[src/rtl/bandai_so_receiver.sv]
// Console-side receiver for the Bandai 2003 mapper SO line.
// Each frame is a 0 start bit, 16 payload bits sent LSB first, and a 0 end bit.
// The line idles high. A good frame updates DATA and pulses VALID. A good frame
// whose payload equals KEY also sets the sticky UNLOCK flag. A frame whose end
// bit is 1 pulses FERR and leaves DATA unchanged.
// SI comes straight from the mapper, which runs on this same CLK, so SI is
// sampled without a synchroniser.
module bandai_so_receiver #(
  parameter logic [15:0] KEY   = 16'h28A0,
  parameter int          CNT_W = 4
) (
  input  logic             CLK,
  input  logic             RSTn,
  input  logic             SI,
  output logic [15:0]      DATA,
  output logic             VALID,
  output logic             FERR,
  output logic             UNLOCK,
  output logic [CNT_W-1:0] FRAMES,
  output logic             BUSY
);

  localparam logic [1:0] ST_IDLE    = 2'd0;
  localparam logic [1:0] ST_DATA    = 2'd1;
  localparam logic [1:0] ST_END     = 2'd2;
  localparam logic [1:0] ST_RECOVER = 2'd3;

  localparam logic [CNT_W-1:0] FRAMES_MAX = '1;

  logic [1:0]       state_q,  state_d;
  logic [3:0]       cnt_q,    cnt_d;
  logic [15:0]      shift_q,  shift_d;
  logic [15:0]      data_q,   data_d;
  logic             valid_q,  valid_d;
  logic             ferr_q,   ferr_d;
  logic             unlock_q, unlock_d;
  logic [CNT_W-1:0] frames_q, frames_d;

  // Next-state logic for the frame FSM, the deserialiser and the result registers.
  always_comb begin
    // NOTE: every signal gets a default before the case statement. Without the
    // defaults, a branch that does not assign a signal would infer a latch.
    state_d  = state_q;
    cnt_d    = cnt_q;
    shift_d  = shift_q;
    data_d   = data_q;
    valid_d  = 1'b0;
    ferr_d   = 1'b0;
    unlock_d = unlock_q;
    frames_d = frames_q;

    case (state_q)
      ST_IDLE: begin
        if (!SI) begin
          state_d = ST_DATA;
          cnt_d   = 4'd0;
        end
      end

      ST_DATA: begin
        // Bits arrive LSB first. Shifting in at the top places the first
        // payload bit in bit 0 once all 16 bits have been received.
        shift_d = {SI, shift_q[15:1]};
        cnt_d   = cnt_q + 4'd1;
        if (cnt_q == 4'd15) begin
          state_d = ST_END;
        end
      end

      ST_END: begin
        if (!SI) begin
          data_d  = shift_q;
          valid_d = 1'b1;
          if (shift_q == KEY) begin
            unlock_d = 1'b1;
          end
          if (frames_q != FRAMES_MAX) begin
            frames_d = frames_q + CNT_W'(1);
          end
          state_d = ST_RECOVER;
        end else begin
          ferr_d  = 1'b1;
          state_d = ST_IDLE;
        end
      end

      ST_RECOVER: begin
        // A line stuck low must not be read as a series of back-to-back
        // frames. Stay here until the line returns to 1.
        if (SI) begin
          state_d = ST_IDLE;
        end
      end

      default: state_d = ST_IDLE;
    endcase
  end

  // State and result registers, cleared by the asynchronous reset.
  always_ff @(posedge CLK or negedge RSTn) begin
    if (!RSTn) begin
      state_q  <= ST_IDLE;
      cnt_q    <= 4'd0;
      shift_q  <= 16'h0000;
      data_q   <= 16'h0000;
      valid_q  <= 1'b0;
      ferr_q   <= 1'b0;
      unlock_q <= 1'b0;
      frames_q <= '0;
    end else begin
      // NOTE: sequential state uses non-blocking assignments. Every register
      // then loads its value from the same pre-edge snapshot.
      state_q  <= state_d;
      cnt_q    <= cnt_d;
      shift_q  <= shift_d;
      data_q   <= data_d;
      valid_q  <= valid_d;
      ferr_q   <= ferr_d;
      unlock_q <= unlock_d;
      frames_q <= frames_d;
    end
  end

  assign DATA   = data_q;
  assign VALID  = valid_q;
  assign FERR   = ferr_q;
  assign UNLOCK = unlock_q;
  assign FRAMES = frames_q;
  assign BUSY   = (state_q == ST_DATA) || (state_q == ST_END);

endmodule

[config.mk]
export PLATFORM = sky130hd
export DESIGN_NAME = bandai_so_receiver
export DESIGN_NICKNAME = d
export VERILOG_FILES = /design/src/rtl/bandai_so_receiver.sv
export SDC_FILE = /design/constraint.sdc
export NUM_CORES = 1
export LEC_CHECK = 0
export BUFFER_PORTS_ARGS = -buffer_cell sky130_fd_sc_hd__buf_2
export CAP_MARGIN = 10
export CORE_ASPECT_RATIO = 0.6
export CORE_UTILIZATION = 50
export CTS_CLUSTER_SIZE = 20
export DETAILED_ROUTE_END_ITERATION = 10
export PLACE_DENSITY_LB_ADDON = 0.08
export SYNTH_ARGS = -nofsm -noshare
export SYNTH_HDL_FRONTEND = slang
export SYNTH_SLANG_ARGS = --single-unit
[constraint.sdc]
create_clock -name CLK -period 1.4 [get_ports CLK]
set_input_delay 0.14 -clock CLK [delete_from_list [all_inputs] [get_ports CLK]]
set_output_delay 0.14 -clock CLK [all_outputs]
set_load 0.01 [all_outputs]
==> out/metrics.csv <==
metric,value,unit
cp.required,1.59,ns
htree_levels,2,
ys.flop_type,dfrtp_1,
vias_in_the_first_global_route,1380,
synth_seq_cells,45,
syn-num-nets,177,
post-layout-total-power,5820,uW
finClkSkew,0.00539,ns
route.detailed.wl_per_inst,14.6,um
worst-setup-path-type,flip-flop to flip-flop,
yosys_warnings,0,
critical_path.endpoint_type,flip-flop,
final_cell_area,0.00245,mm2
layout-drive-gt1-share,0.389,
crit_path_max_fanout,6,
tritoncts_num_sinks,45,
final-setup-viol-count,4,
layout_min_cycle_time,1.47,ns
routability_congestion_estimate_from_global_placement,0.725,
max_slew.worst_pin.slew,0.377,ns
grt_max_degree,46,
mapped_cell_area,0.00195,mm2
final-hold-violation-count,0,
grt_util_met2,0.337,
wirelength,3.77,mm
drv_cap,0,
synth_edf_count,0,
most_crowded_layer_gr,met2,
fin_crit_sh,1.05,
relSlewSlack,0.745,
p_leak,0.00126,uW
drt_drc_violations_left,0,
outcome,finished with violations,
dieArea,0.00417,mm2
tritoncts,done,
yosys.cell_types.count,37,
maxClockFrequency,0.682,GHz
rsz0062_at_grt,true,
worstHoldPathType,input port to flip-flop,
route.vias.total,1329,
areaGrowthSynthToFinish,25.6,%
initial_antenna_violation_count,0,
antenna_cells,0,
cts.clk_slew.worst_paths,0.08,ns
timing_max_transition_violations_final,0,
initialDrtViolationCount,114,
violations,setup timing,
fp.dieH,50.4,um
grt_first_pass_wirelength,6.39,mm
track_usage,0.214,
post_synth_inst_count,168,
ctsLongestPathBuffers,2,
postSynth.asyncResetShare,1.00,
route.antenna.remaining_nets,0,
numPortBuffers,26,
finalSetupTns,-0.124,ns
start_util,0.527,
chipWidth,82.7,um
synth.avg_cell_area,11.6,um2
drt-pass1-iter-count,4,
synth-seq-area-share,0.577,
routed_via_density,5.15,
path_cells,inv_2 > ha_4 > mux2_4 > a21o_1 > o22a_1,
tritoncts.num_buffers,5,
grt_use_met1,0.273,
element_type_at_the_critical_path_start,flip-flop,
global_route.usage.met3,0.0636,
dp_slack,-0.111,ns
grt-ovfl-total,0,
finish.net_count,219,
rows,17,
later_pin_clock_latency_in_the_skew_report,0.30,ns
worstPathArrival,1.66,ns
post_place_instance_area,0.00221,mm2
root_buffer,clkbuf_8,
fp.coreArea,0.00370,mm2
place.detailed.hpwl,2.63,mm
power.ir.vdd_worst,1.17,mV
final_worst_slack,-0.0658,ns
pwr_dens,2380,mW/mm2
io_pins,27,
cp_max_delay_cell,dfrtp_1,
cpPeakStageDelay,0.43,ns
[worst paths after layout]
path	startpoint	end	slack [ns]	cells after the start
max	state_q[0]	state_q[1]	-0.07	5
min	SI	FERR	0.20	2
max reg2reg	state_q[0]	state_q[1]	-0.07	5
min reg2reg	UNLOCK	UNLOCK	0.47	1
max in group asynchronous	RSTn	state_q[1]	0.82	3
min in group asynchronous	RSTn	cnt_q[1]	0.34	3
[cells in the mapped netlist, types with 2 or more instances]
master    count  area share
nand2_1      50       0.096
dfrtp_1      45        0.58
mux2_2       19        0.11
ha_1          6       0.038
buf_2         5       0.013
inv_1         3      0.0058
nor2_1        3      0.0058
a21oi_1       2      0.0051
mux2i_1       2       0.010
nand3_1       2      0.0051
nor2b_1       2      0.0064
nor3b_1       2      0.0077
o211ai_1      2      0.0077
o21ai_0       2      0.0051
[kinds of logic after synthesis]
group	synth area share
buffers and inverters	0.0244
flip-flops	0.577
AND/OR/NAND/NOR	0.178
adder cells (fa/ha/maj)	0.0385
XOR/XNOR	0.00449
AO/OA/AOI/OAI	0.0506
multiplexers	0.128
[repair_timing]
action                                 4_1_cts  5_1_grt
pin swaps                                    3        2
endpoints found under the hold margin       45        0
setup endpoints to repair                   25       27
gates cloned                                 0        1
setup buffers                                1        0
hold buffers                                 1        0
gates resized for setup                      7       13
[worst max-delay path: cells and delay by family, from the launching register on]
kind            cells  cell delay [ns]
buf+inv             1             0.10
fa+ha+maj           1             0.19
flops               1             0.43
compound gates      2             0.37
mux                 1             0.26
[flip-flops by register name, summed over array words and instances, names as in the netlist]
register / cells
DATA: 16
shift_q: 16
FRAMES: 4
cnt_q: 4
state_q: 2
FERR: 1
UNLOCK: 1
VALID: 1
[power by group]
part           switching, uW  leakage (uW)  internal, uW
registers                461      0.000576          1840
clock network            433     0.0000681           709
logic                   1090      0.000619          1290
total                   1990       0.00126          3840
[layout by cell type, fill, tap and decap left out, types with 2 or more instances in the layout]
master     count
inv_2          2
buf_4          8
bufinv_16      2
buf_12         2
nand2_1       49
dfrtp_1       44
clkbuf_8       5
mux2_4         2
mux2i_1        2
o21ai_0        2
mux2_2        18
ha_1           3
buf_2         26
nand3_1        2
ha_4           3
nor2_1         3
o211ai_1       2
nor2b_1        2
nor3b_1        2
buf_6          3
[routing by layer]
metal | part of all wire | vias up
met5 | 0 | -
met3 | 0.034 | 7
li1 | - | 652
met2 | 0.46 | 19
met1 | 0.49 | 651
met4 | 0.013 | 0
[metrics by stage]
| step | cells | utilization | hold WS [ns] |
|---|---|---|---|
| floorplan | 168 | - | -0.156 |
| global placement | 247 | 0.598 | 0.131 |
| detailed placement | 247 | 0.598 | 0.136 |
| CTS | 257 | 0.647 | 0.190 |
| global route | 258 | 0.662 | 0.195 |
| finish | 258 | 0.662 | 0.202 |
[layout make-up]
| class | count | area [um2] |
|---|---|---|
| inverter | 3 | 13.8 |
| fill | 276 | 1250 |
| multi-input combinational | 114 | 828 |
| sequential | 45 | 1130 |
| tap | 47 | 58.8 |
| timing repair buffer | 41 | 289 |
| clock inverter | 3 | 65.1 |
| clock buffer | 5 | 68.8 |
No activity file was read; power rests on OpenSTA's default activity.
